==> config.mk <==
export PLATFORM = sky130hd
export DESIGN_NAME = fifo_wr_arbiter
export DESIGN_NICKNAME = d
export VERILOG_FILES = /design/src/rtl/fifo_wr_arbiter.sv
export SDC_FILE = /design/constraint.sdc
export NUM_CORES = 1
export LEC_CHECK = 0
export ABC_AREA = 1
export CORE_UTILIZATION = 36
export CTS_CLUSTER_DIAMETER = 60
export DETAILED_ROUTE_END_ITERATION = 7
export PLACE_DENSITY = 0.78
export SLEW_MARGIN = 5
export SYNTH_ARGS = -nofsm -noshare
export SYNTH_HDL_FRONTEND = slang
export SYNTH_SLANG_ARGS = --single-unit
==> constraint.sdc <==
create_clock -name clk -period 1.6 [get_ports clk]
set_input_delay 0.24 -clock clk [delete_from_list [all_inputs] [get_ports clk]]
set_output_delay 0.24 -clock clk [all_outputs]
set_load 0.005 [all_outputs]
==> src/rtl/fifo_wr_arbiter.sv <==
// Round-robin arbiter sharing one FIFO write port among NUM_REQ requesters,
// granting bursts of up to MAX_BURST beats and routing the late wr_ack back.
module fifo_wr_arbiter #(
  parameter int NUM_REQ    = 4,
  parameter int FIFO_WIDTH = 16,
  parameter int MAX_BURST  = 4
) (
  input  logic                          clk,
  input  logic                          rst,
  input  logic [NUM_REQ-1:0]            req,
  input  logic [NUM_REQ*FIFO_WIDTH-1:0] req_data,
  output logic [NUM_REQ-1:0]            gnt,
  output logic [NUM_REQ-1:0]            req_accept,
  output logic [NUM_REQ-1:0]            req_ack,
  output logic                          fifo_wr_en,
  output logic [FIFO_WIDTH-1:0]         fifo_data_in,
  input  logic                          fifo_full,
  input  logic                          fifo_wr_ack,
  input  logic                          fifo_overflow,
  output logic                          err
);

  localparam int IDW = $clog2(NUM_REQ);
  localparam logic [3:0] LAST_BEAT = 4'(MAX_BURST - 1);

  typedef enum logic {IDLE, BURST} state_t;

  state_t               state_q, state_d;
  logic [IDW-1:0]       owner_q, owner_d;
  logic [IDW-1:0]       last_q, last_d;
  logic [IDW-1:0]       ack_id_q;
  logic [3:0]           beat_q, beat_d;
  logic                 ack_pend_q;
  logic [NUM_REQ-1:0]   gnt_q, gnt_d;
  logic [NUM_REQ-1:0]   req_ack_q, req_ack_d;
  logic                 err_q;
  logic                 beat;
  logic [IDW-1:0]       pick;
  logic [IDW-1:0]       idx;
  logic                 pick_vld;

  // Search upward from last_q+1, wrapping, so the previous owner is tried last.
  always_comb begin
    pick     = '0;
    idx      = '0;
    pick_vld = 1'b0;
    for (int unsigned i = 1; i <= NUM_REQ; i++) begin
      idx = IDW'((32'(last_q) + i) % 32'(NUM_REQ));
      if (!pick_vld && req[idx]) begin
        pick     = idx;
        pick_vld = 1'b1;
      end
    end
  end

  always_comb begin
    beat    = (state_q == BURST) && req[owner_q] && !fifo_full && !rst;
    state_d = state_q;
    owner_d = owner_q;
    last_d  = last_q;
    beat_d  = beat_q;
    unique case (state_q)
      IDLE: begin
        if (pick_vld) begin
          state_d = BURST;
          owner_d = pick;
          last_d  = pick;
          beat_d  = '0;
        end
      end
      BURST: begin
        if (!req[owner_q]) begin
          state_d = IDLE;
        end else if (beat) begin
          beat_d = beat_q + 4'd1;
          if (beat_q == LAST_BEAT) state_d = IDLE;
        end
      end
      default: state_d = IDLE;
    endcase

    gnt_d = '0;
    if (state_d == BURST) gnt_d[owner_d] = 1'b1;

    req_accept = '0;
    if (beat) req_accept[owner_q] = 1'b1;

    fifo_wr_en   = beat;
    fifo_data_in = '0;
    req_ack_d    = '0;
    for (int unsigned i = 0; i < NUM_REQ; i++) begin
      if (state_q == BURST && 32'(owner_q) == i)
        fifo_data_in = req_data[i*FIFO_WIDTH +: FIFO_WIDTH];
      req_ack_d[i] = fifo_wr_ack && ack_pend_q && (32'(ack_id_q) == i);
    end
  end

  always_ff @(posedge clk) begin
    if (rst) begin
      state_q    <= IDLE;
      owner_q    <= '0;
      last_q     <= IDW'(NUM_REQ - 1);
      beat_q     <= '0;
      gnt_q      <= '0;
      req_ack_q  <= '0;
      ack_pend_q <= 1'b0;
      ack_id_q   <= '0;
      err_q      <= 1'b0;
    end else begin
      state_q    <= state_d;
      owner_q    <= owner_d;
      last_q     <= last_d;
      beat_q     <= beat_d;
      gnt_q      <= gnt_d;
      req_ack_q  <= req_ack_d;
      ack_pend_q <= beat;
      if (beat) ack_id_q <= owner_q;
      err_q      <= err_q | (ack_pend_q & ~fifo_wr_ack) | fifo_overflow;
    end
  end

  assign gnt     = gnt_q;
  assign req_ack = req_ack_q;
  assign err     = err_q;

endmodule

Word-level counts from Yosys, hierarchy flattened
Cells that the tools add are included.
{"block": "totals", "ff_bits": 21, "inputBits": 73, "out_inout_bits": 30, "elab_cells": 103}
{"block": "op_classes", "addsub": 5, "magnitude_cmp": 8, "eq_ne": 10, "muxes": 38, "n_bitwise": 6, "reduce_logical": 27}
{"cell": "$mux W16", "count": 4}
{"cell": "$lt A2 B3 Y1 const B", "count": 6}
{"cell": "$logic_and A1 B1 Y1", "count": 17}
{"cell": "$mux W4", "count": 4}
{"cell": "$mux W1", "count": 15}
{"cell": "$mux W2", "count": 6}
{"cell": "$bmux W1 S2", "count": 5}
{"cell": "$eq A2 B2 Y1 const B", "count": 4}
{"cell": "$pmux W4 S2", "count": 1}
{"cell": "$logic_not A1 Y1", "count": 5}
{"cell": "$add A2 B1 Y2 const B", "count": 2}
{"cell": "$add A2 B2 Y2 const B", "count": 2}
{"cell": "$add A4 B1 Y4 const B", "count": 1}
{"cell": "$demux W1 S2", "count": 2}
{"cell": "$eq A2 B1 Y1 const B", "count": 2}
{"cell": "$eq A4 B2 Y1 const B", "count": 1}
{"cell": "$ge A2 B1 Y1 const B", "count": 2}
{"cell": "$logic_not A2 Y1", "count": 2}
{"cell": "$ne A2 B2 Y1 const B", "count": 2}
{"cell": "$not A1 Y1", "count": 3}
{"cell": "$reduce_and A3 Y1", "count": 1}
{"cell": "$ne A2 B1 Y1 const B", "count": 1}
{"cell": "$or A1 B1 Y1", "count": 2}
{"cell": "$pmux W1 S2", "count": 1}
{"cell": "other kinds (3)", "count": 3}

Depth between registers and ports, before layout
Gate-level depths: netlist of run 1.
{"block": "logic_depth", "depth_word": 19, "depth_mapped": 14, "depth_no_buf": 13}

Worst setup path before layout of run 1
Ideal clock, no wire load.
{"block": "synth_timing", "path_kind": "register -> output", "from": "register state_q", "to": "output fifo_data_in[0]", "arrival_ps": 1282, "t_required_ps": 1360, "setup_slack_ps": 78, "path_stages_with_launch": 6, "n_path_buf": 2, "path_cell_list": "dfxtp_1 buf_2 inv_1 nor2_1 buf_2 a221o_1"}
{"block": "synth_between", "elab_chain_cells": 5, "elab_cells_between_ends": 8, "classes_between": "4 x mux; 4 x reduce/logical"}
{"element": "start, declared", "line_no": "28", "text": "state_t state_q, state_d;"}
{"element": "start signal, assigned", "line_no": "110", "text": "state_q <= state_d;"}
{"element": "$logic_and A1 B1 Y1", "line_no": "92", "text": "if (state_q == BURST && 32'(owner_q) == i)"}
{"element": "$mux W16 (3 in a row)", "line_no": "92"}
{"element": "$mux W16 (*)", "line_no": "92"}
{"element": "end, declared", "line_no": "16", "text": "output logic [FIFO_WIDTH-1:0] fifo_data_in,"}
Every way passes the cells marked *; elsewhere a longest branch is shown, timed or not.

Worst setup path after layout of run 1
{"block": "layout_timing", "from": "register owner_q[0]", "to": "output req_accept[1]"}
{"block": "layout_between", "elab_chain_cells": 6, "elab_cells_between_ends": 11, "classes_between": "2 x order compare; 5 x mux; 4 x reduce/logical"}
{"element": "start, declared", "line_no": "29", "text": "logic [IDW-1:0] owner_q, owner_d;"}
{"element": "start signal, assigned", "line_no": "111", "text": "owner_q <= owner_d;"}
{"element": "parallel branches: the longest is 5 deep, another holds $lt A2 B3 Y1"}
{"element": "$mux W4 (*)", "line_no": "86", "text": "if (beat) req_accept[owner_q] = 1'b1;"}
{"element": "end, declared", "line_no": "13", "text": "output logic [NUM_REQ-1:0] req_accept,"}
Every way passes the cells marked *. The select of a mux whose other input is x is not followed.

==> insert_results.sql, run 1 <==
INSERT INTO impl_metrics (metric_group, metric, value, unit) VALUES
('synth', 'seq_area_frac_synth', '26.88', '%'),
('clocking', 'clk_pin_slew_worst_paths', '0.08', 'ns'),
('routing', 'drt.antenna.violating_nets', '0', ''),
('grt', 'via_count_of_the_first_global_routing_pass', '2183', ''),
('clocking', 'numClockSinks', '21', ''),
('floorplanning', 'boundaryPins', '103', ''),
('floorplanning', 'core_area', '4086', 'µm²'),
('grt', 'pin_count_of_the_biggest_net_entering_global_routing', '13', ''),
('power', 'power.leakage', '1.624', 'nW'),
('synth', 'synthesis.area', '1564', 'µm²'),
('floorplanning', 'row_count', '23', ''),
('clocking', 'numCtsBuffers', '3', ''),
('sta', 'final_worst_clock_skew', '0.003324', 'ns'),
('cells_and_area', 'layout.nets', '470', ''),
('routing', 'dr_total_vias', '2431', ''),
('cells_and_area', 'final.fill_count', '215', ''),
('status', 'failed_checks', 'negative setup slack', ''),
('critical_path', 'timing.critical_path.required', '1.36', 'ns'),
('routing', 'totalWireLength', '8.133', 'mm'),
('power', 'power.share.combinational', '77.2', '%'),
('grt', 'initial_antenna_violation_count', '0', ''),
('power', 'totalPowerFinal', '4.868', 'mW'),
('synth', 'post-synth-top-area-fraction', '26.88', '%'),
('floorplanning', 'chipHeight', '67.91', 'µm'),
('hold_path', 'hp-class', 'flip-flop to flip-flop', ''),
('clocking', 'cts_tree', 'done', ''),
('power', 'sw_frac_of_total', '46.68', '%'),
('floorplanning', 'start_util', '38.27', '%'),
('grt', 'globalRouteOverflowTotal', '0', ''),
('routing', 'drt_first_iter_violations', '172', ''),
('floorplanning', 'total_die_area', '4612', 'µm²'),
('status', 'status', 'finished with violations', ''),
('sta', 'final_setup_violation_count', '28', ''),
('synth', 'netlist-cell-type-count', '29', ''),
('synth', 'synthesis.nets', '317', ''),
('synth', 'synth.top_cells.by_area', 'dfxtp_1 (27%), nand2_1 (13%), inv_1 (11%)', ''),
('synth', 'synthesis_warnings', '0', ''),
('critical_path', 'worstPathArrival', '1.81', 'ns'),
('clocking', 'cts.root.buffer_cell', 'clkbuf_8', ''),
('sta', 'whs', '0.4598', 'ns'),
('sta', 'worst_slew_margin_rel', '84.83', '%'),
('routing', 'post_drt_wl_per_cell', '18.28', 'µm'),
('power', 'share_of_total_power_in_the_clock_network', '7.3', '%'),
('placement', 'placement.io_buffers', '102', ''),
('floorplanning', 'die_width', '67.91', 'µm'),
('placement', 'place.gp.congestion', '0.8445', ''),
('power', 'power.density', '1422', 'nW/µm²'),
('cells_and_area', 'instances_no_fill', '445', ''),
('placement', 'placed_cells', '414', ''),
('routing', 'via_per_inst', '5.463', ''),
('sta', 'actual_transition_at_the_worst_max_transition_pin', '0.2255', 'ns'),
('placement', 'placement.setup.worst_slack', '-0.6364', 'ns'),
('cells_and_area', 'diodes', '0', ''),
('clocking', 'later_pin_clock_latency_in_the_skew_report', '0.26', 'ns'),
('synth', 'synth.largest_area_cell', 'dfxtp_1', ''),
('clocking', 'htreeDepth', '1', ''),
('cells_and_area', 'fraction_of_final_layout_cells_sized_beyond_drive_strength_1', '39.75', '%'),
('power', 'total_switching_power', '2.272', 'mW'),
('routing', 'detail_route.first_pass.iterations', '5', ''),
('grt', 'grtUsageTotal', '29.79', '%'),
('routing', 'route.detailed.drc', '0', ''),
('clocking', 'max-clock-path-buffers', '2', ''),
('sta', 'number_of_hold_violations_in_the_final_report', '0', ''),
('critical_path', 'timing.critical_path.to_type', 'output pin', ''),
('critical_path', 'worst-setup-path-type', 'flip-flop to output pin', ''),
('sta', 'setup_repair_after_global_routing_missed_its_margin', 'yes', ''),
('power', 'ir_worst_vdd', '0.6909', 'mV'),
('sta', 'timing.setup.tns', '-5.900', 'ns'),
('critical_path', 'crit_path_max_fanout', '4', ''),
('synth', 'ys_seq_elements', '21', ''),
('cells_and_area', 'syn2layout_area_growth', '118.9', '%'),
('critical_path', 'worstSetupStartpointType', 'flip-flop', ''),
('sta', 'achievable-frequency', '488.7', 'MHz'),
('sta', 'period_minus_slack', '2.046', 'ns'),
('placement', 'detailed_place_hpwl', '4.340', 'mm'),
('power', 'internal_power', '2.596', 'mW'),
('run', 'timing.max_cap.violations', '0', ''),
('sta', 'maxSlewViolCount', '0', ''),
('sta', 'fin_ws', '-0.4462', 'ns'),
('grt', 'grt_first_pass_wirelength', '10.29', 'mm'),
('synth', 'postSynthAreaPerCell', '6.436', 'µm²'),
('sta', 'tcrit_tclk_final', '127.9', '%'),
('power', 'share_seq_of_total_power', '15.5', '%'),
('synth', 'gate_count_after_technology_mapping', '243', '');
[metrics by stage]
stage | utilization, % | area (µm²)
global placement | 69.57 | 2843
floorplan | - | 1564
global route | 83.77 | 3423
CTS | 76.94 | 3144
finish | 83.77 | 3423
detailed placement | 69.57 | 2843
[synth_stat cells (all sizes together)]
cell / count
clkbuf: 1
a221o: 10
ha: 1
a21oi: 15
nand4: 4
nor3: 3
inv: 51
o21ai: 3
nand2: 66
o2111ai: 2
nor4: 2
nand3: 16
nor2: 25
buf: 7
o211ai: 2
o22ai: 14
dfxtp: 21
[what timing repair did]
item                                    4_1_cts  5_1_grt
gates cloned                                  3        1
hold buffers                                  0        0
buffers inserted                             18        8
gates resized for setup                     122       62
pin swaps                                    19       21
endpoints found under the setup margin       25       32
[critical path, stage by stage (launching register included)]
cell and delay (ns):
dfxtp_4 0.39, buf_6 0.14, nor2_4 0.08, a21oi_2 0.06
o21ai_4 0.22, nand4_4 0.16, inv_2 0.11, buf_6 0.10
nand2_4 0.04, nor2_2 0.11, buf_2 0.13
[layout make-up]
cell class                      instances  area [µm²]  area share (%)
Sequential cell                        21       432.9           12.65
Clock buffer                            3       41.29           1.206
Multi-Input combinational cell        163        1191           34.80
Inverter                               51       214.0           6.250
Clock inverter                          1       5.005          0.1462
Tap cell                               50       62.56           1.827
Timing Repair Buffer                  156        1476           43.13
[cell families (layout without fill, tap and decap cells)]
logic type      Yosys count  count (layout)  synth area share (%)
simple gates            116             116                 36.56
buf+inv                  59             211                 15.44
compound gates           46              46                 20.32
flops                    21              21                 26.88
fa+ha+maj                 1               1                0.7999
[registers in the layout, indices dropped and copies added, names as in the netlist]
signal	cells
owner_q	2
beat_q	4
req_ack	4
ack_pend_q	1
err	1
ack_id_q	2
state_q	1
gnt	4
last_q	2
[path summary, 6_finish.rpt]
kind / startpoint / end / slack [ns] / depth (start not counted)
max: owner_q[0] / req_accept[1] / -0.45 / 10
min: ack_id_q[0] / req_ack[0] / 0.46 / 1
max reg2reg: last_q[0] / gnt[0] / -0.13 / 13
min reg2reg: ack_id_q[0] / req_ack[0] / 0.46 / 1
[power groups by stage]
stage	clock, mW	combinational, mW	sequential (mW)
2_1_floorplan	0	1.41	0.698
3_3_place_gp	0	2.60	0.706
3_5_place_dp	0	2.63	0.708
4_1_cts	0.350	2.97	0.704
5_1_grt	0.383	3.94	0.763
6_report	0.357	3.76	0.752
[layer usage]
layer	track usage, %	vias up	routed length, µm
li1	-	1101	-
met1	35.97	1145	3135
met2	52.60	146	4287
met3	5.833	39	407
met4	9.375	0	302
met5	0	-	0
[cells in the final DEF (no fill, tap or decap), types with 7 or more instances in the layout]
master           count
clkdlybuf4s50_1     80
nand2_1             42
inv_1               40
buf_4               31
dfxtp_1             17
buf_2               17
buf_6               15
nand2_2             13
nand3_1             12
nor2_1              11
a221o_1             10
nand2_4              9
nor2_4               8
a21oi_2              8
o22ai_1              7
(Power assumes the default switching activity.)
==> inputs of run 2 (changes only) <==
- ABC_CLOCK_PERIOD_IN_PS: default -> 1600
- CAP_MARGIN: default -> 20
- SLEW_MARGIN: 5 -> 20
==> results of run 2 <==
No change in the layout: final DEF, timing and power equal those of run 1.
==> inputs of run 3 (changes only) <==
- ABC_CLOCK_PERIOD_IN_PS: 1600 -> default
==> results of run 3 <==
No change in the layout: final DEF, timing and power equal those of run 1.
==> variant 1: new RTL, settings of run 2 <==
Set the parameter `FIFO_WIDTH` to 12 (it was 16).
--- a/src/rtl/fifo_wr_arbiter.sv
+++ b/src/rtl/fifo_wr_arbiter.sv
@@ -2,7 +2,7 @@
 // granting bursts of up to MAX_BURST beats and routing the late wr_ack back.
 module fifo_wr_arbiter #(
   parameter int NUM_REQ    = 4,
-  parameter int FIFO_WIDTH = 16,
+  parameter int FIFO_WIDTH = 12,
   parameter int MAX_BURST  = 4
 ) (
   input  logic                          clk,
Interface: changed (resized fifo_data_in and req_data); port bits go from 103 to 83. The function was not compared with the original's and may differ.
==> variant 1 against run 2 <==
The flow still finishes with violations (negative setup slack); largest cell class is now multi-input combinational cells; critical path type unchanged; total power shrank 18%; design area shrank 16%; setup slack gained 0.25 ns; synthesized area shrank 7.6%; routed wire length shrank 35%; sequential cell count is the same; critical path depth shrank 2.
==> variant 1: results (changes against run 2) <==
Run status
  – Status: finished, violations left
  – Failing checks: negative setup slack

STA
  – Final count of negative-setup-slack endpoints: 23 (-18%)
  – Clock skew: 0.00363 ns (+0.000309 ns)
  – Final Worst Setup Slack: -0.194 ns (+0.252 ns)

Min path
  – Worst Hold Path EP: req_ack[2]$_SDFF_PP0_
  – Min-delay src: ack_id_q[0]$_SDFFE_PP0N_

GRT
  – First-pass GRT wire length: 7660 microns (-26%)
  – All-Layer GR Usage: 22.9% (-6.9 points)
  – Vias in the first global route: 1,779 (-19%)
  – Largest net degree at the start of global routing: 25 (+12)

Logic synthesis
  – Post-synthesis sequential area ratio: 29.1% (+2.2 points)
  – Mapped Nets: 284 (-10%)
  – Avg Inst Size Synth: 6.39 sq um (-0.65%)
  – Xor/xnor cell area share of the yosys netlist: 1.21% (+1.2 points)
  – Synth cell types: 27 (-6.9%)
  – Most area-consuming cells after synthesis: dfxtp_1 (29%), nand2_1 (16%), nand3_1 (14%), nand2_2 (6.1%), nand4_1 (5.6%)
  – Post-synth top cells: nand2_1 (60), nand3_1 (40), dfxtp_1 (21)

Cells and area
  – Filler cells: 260 (+21%)
  – Non-Filler Instances: 386 (-13%)

Place
  – Port Buffer Count: 82 (-20%)
  – Hpwl dp: 3590 microns (-17%)

Power and ir drop
  – Worst vdd rail ir drop: 0.000734 V (+6.3%)
  – Leakage: 1.30 nW (-20%)

Worst setup path
  – Critical Path Source: owner_q[1]$_SDFF_PP0_
  – R2R Setup Slk: -0.04 ns (+0.09 ns)
  – Critical Path AT: 1.55 ns (-0.26 ns)
  – CP Max Fanout: 5 (+1)

Detailed routing
  – Wire per inst: 13.8 microns (-25%)
  – Routed via count: 1,951 (-20%)
-- variant 1: metrics by stage --
stage | instance area [sq um] | worst slack, ns | hold slack, ns | TNS [ns] | power, W
floorplan | 1450 | 0.0815 | 0.399 | 0 | 0.00202
global placement | 2460 | -0.539 | 0.436 | -7.11 | 0.00291
detailed placement | 2460 | -0.582 | 0.433 | -7.51 | 0.00294
CTS | 2610 | -0.178 | 0.446 | -1.24 | 0.00344
global route | 2880 | -0.250 | 0.494 | -3.95 | 0.00425
finish | 2880 | -0.194 | 0.446 | -2.07 | 0.00398
-- variant 1: report_power, final --
part           leakage (nW)  total, W  internal (W)  switching (W)
Sequential            0.173  0.000827      0.000657       0.000170
Combinational          1.10   0.00281       0.00127        0.00154
Clock                0.0255  0.000349      0.000174       0.000175
-- variant 1: what timing repair did --
item                       CTS  global route
pin swaps                   19            33
cloned                       2             0
setup endpoints to repair   20            28
resized for setup          106            70
setup buffers                8             6
-- variant 1: worst max-delay path, stage by stage (launching register included) --
cell and delay, ns:
dfxtp_4 0.42, inv_4 0.05, nor2_4 0.11, a21oi_2 0.08, nand2_2 0.10, nand4_4 0.12, buf_6 0.15, nor3_2 0.11
buf_2 0.14
-- variant 1: metal layers --
layer / global-route usage, % / vias to the layer above / share of wire, %
met2: 41.8 / 64 / 55
met4: 8.70 / 0 / 3.0
li1: - / 973 / -
met1: 25.3 / 900 / 38
met5: 0 / - / 0
met3: 5.38 / 14 / 4.7
-- variant 1: cell type report --
cell class	instances	area share, %
Timing Repair Buffer	119	38.0
Clock inverter	1	0.174
Multi-Input combinational cell	174	39.6
Inverter	20	3.65
Sequential cell	21	15.0
Clock buffer	3	1.43
Tap cell	48	2.09
==> variant 2: new RTL, config.mk and constraints of run 2 <==
Without the edit above. Register the output `err` once more; this adds one clock of latency there. The other outputs are not delayed to match.
--- a/src/rtl/fifo_wr_arbiter.sv
+++ b/src/rtl/fifo_wr_arbiter.sv
@@ -121,7 +121,9 @@
 
   assign gnt     = gnt_q;
   assign req_ack = req_ack_q;
-  assign err     = err_q;
+  always_ff @(posedge clk) begin
+    err <= err_q;
+  end
 
 endmodule
 
Formal check against the unedited RTL: not equivalent (a bounded check fails within 4 cycles, from zero or initial values and one cycle with rst high).
==> variant 2 against run 2 <==
The run still ends with negative setup slack left; non-clock buffer count fell by 11; combinational power fell by 8.8%; die area fell by 0.85%; first-iteration DRC count fell by 37%; sequential cell count rose by 1; design area fell by 1.2%; sequential share of layout area rose by 0.71 points; total power fell by 2.0%; clock power rose by 46%; synthesized area fell by 0.88%; routed wire length fell by 14%; setup slack improved by 0.22 ns.
==> variant 2: results (changes against run 2) <==
Power and ir drop
  – Sw frac: 45.3% (-1.4 points)
  – P_seq: 0.000820 W (+9.0%)
  – Worst vdd rail ir drop: 0.000649 V (-6.1%)
  – Clock-net power: 0.000522 W (+46%)

Logic synthesis
  – Compound-Gate Fraction of Synth Area: 14.7% (-5.6 points)
  – Mapped Nets: 319 (+0.63%)
  – Synth cell types: 28 (-3.4%)
  – Post-synthesis adder-cell area fraction: 0.807% (+0.0071 points)
  – Most area-consuming cells after synthesis: dfxtp_1 (28%), nand2_1 (16%), nand3_1 (11%), o2111ai_1 (9.0%), inv_1 (6.8%)
  – Xor/xnor cell area share of the yosys netlist: 1.13% (+1.1 points)
  – Post-synthesis sequential area ratio: 28.4% (+1.5 points)
  – Avg Inst Size Synth: 6.33 sq um (-1.7%)
  – Post-synth top cells: nand2_1 (68), nand3_1 (33), inv_1 (28)

STA
  – Clock skew: 0.00208 ns (-0.00124 ns)
  – Final count of negative-setup-slack endpoints: 29 (+3.6%)
  – Least-Margin Pin Slew: 0.340 ns (+0.114 ns)
  – Final Worst Setup Slack: -0.227 ns (+0.219 ns)
  – TNS Setup: -4.18 ns (+1.72 ns)

Worst setup path
  – CP Max Fanout: 7 (+3)
  – Worst path max stage delay: 0.43 ns (+0.04 ns)
  – R2R Setup Slk: -0.17 ns (-0.04 ns)
  – Reg2reg end: gnt[3]$_SDFF_PP0_

Detailed routing
  – Final WL: 6970 microns (-14%)
  – Initial DRC count: 108 (-37%)
  – DR vias/cell: 5.33 (-2.4%)
  – Drt first pass iters: 4 (-1)

Cells and area
  – Final nets: 459 (-2.3%)
  – Share of layout cells above drive strength 1: 41.7% (+1.9 points)
  – Non-Filler Instances: 434 (-2.5%)

Place
  – Final GP Congestion: 0.844 (about the same)
  – Hpwl dp: 4290 microns (-1.2%)
  – Placed Area: 0.00278 sq mm (-2.1%)

Min path
  – Worst Hold Path EP: err$_DFF_P_
  – Worst hold path depth: 0 (-1)
  – Min-delay src: err_q$_SDFF_PP0_

GRT
  – Largest net degree at the start of global routing: 17 (+4)
  – First-pass GRT wire length: 9820 microns (-4.6%)
  – All-Layer GR Usage: 29.0% (-0.83 points)
  – Vias in the first global route: 2,283 (+4.6%)

Run status
  – Failing checks: negative setup slack
  – Status: finished, violations left
==> variant 2: cell count changes after synthesis, sizes merged, moves of 5 or more <==
cell	run 2	this run
nand3	16	34
inv	51	34
nand2	66	82
o2111ai	2	16
o22ai	14	0
a221o	10	0
a21oi	15	9
clkbuf	1	6
==> variant 2: layout make-up <==
cell class	count	area (sq um)
Timing Repair Buffer	145	1340
Clock inverter	1	30.0
Tap cell	50	62.6
Sequential cell	22	452
Fill cell	238	677
Multi-Input combinational cell	179	1310
Inverter	34	148
Clock buffer	3	41.3
==> variant 2: stage by stage <==
step           setup WS, ns  total power (W)
2_1_floorplan        0.0760          0.00204
3_3_place_gp         -0.660          0.00315
3_5_place_dp         -0.708          0.00319
4_1_cts              -0.250          0.00410
5_1_grt              -0.291          0.00505
6_report             -0.227          0.00477
==> variant 2: worst register-to-register path: cells and delay by family (launching register included) <==
family / cells / cell delay [ns]
simple gates: 9 / 1.02
flops: 1 / 0.37
buf+inv: 3 / 0.29
==> variant 2: repair_timing <==
item                       CTS  global route
setup buffers                9             7
hold buffers                 0             0
pin swaps                   25            24
gates resized for setup    143            71
setup endpoints to repair   27            33
cloned                       3             1
==> variant 2: per-layer routing <==
layer	wire length (microns)	GRT usage [%]	part of all wire, %	vias up
met1	2610	29.9	37	1086
met4	222	16.5	3.2	0
li1	-	-	-	1093
met3	358	5.41	5.1	24
met2	3780	53.7	54	111
met5	0	0	0	-
==> variant 2: how the worst max path moves through the flow <==
stage                  endpoint  slack (ns)
2_1_floorplan     req_accept[1]        0.08
3_3_place_gp      req_accept[1]       -0.66
3_5_place_dp      req_accept[1]       -0.71
4_1_cts           req_accept[1]       -0.25
5_1_grt        fifo_data_in[11]       -0.29
6_report       fifo_data_in[11]       -0.23
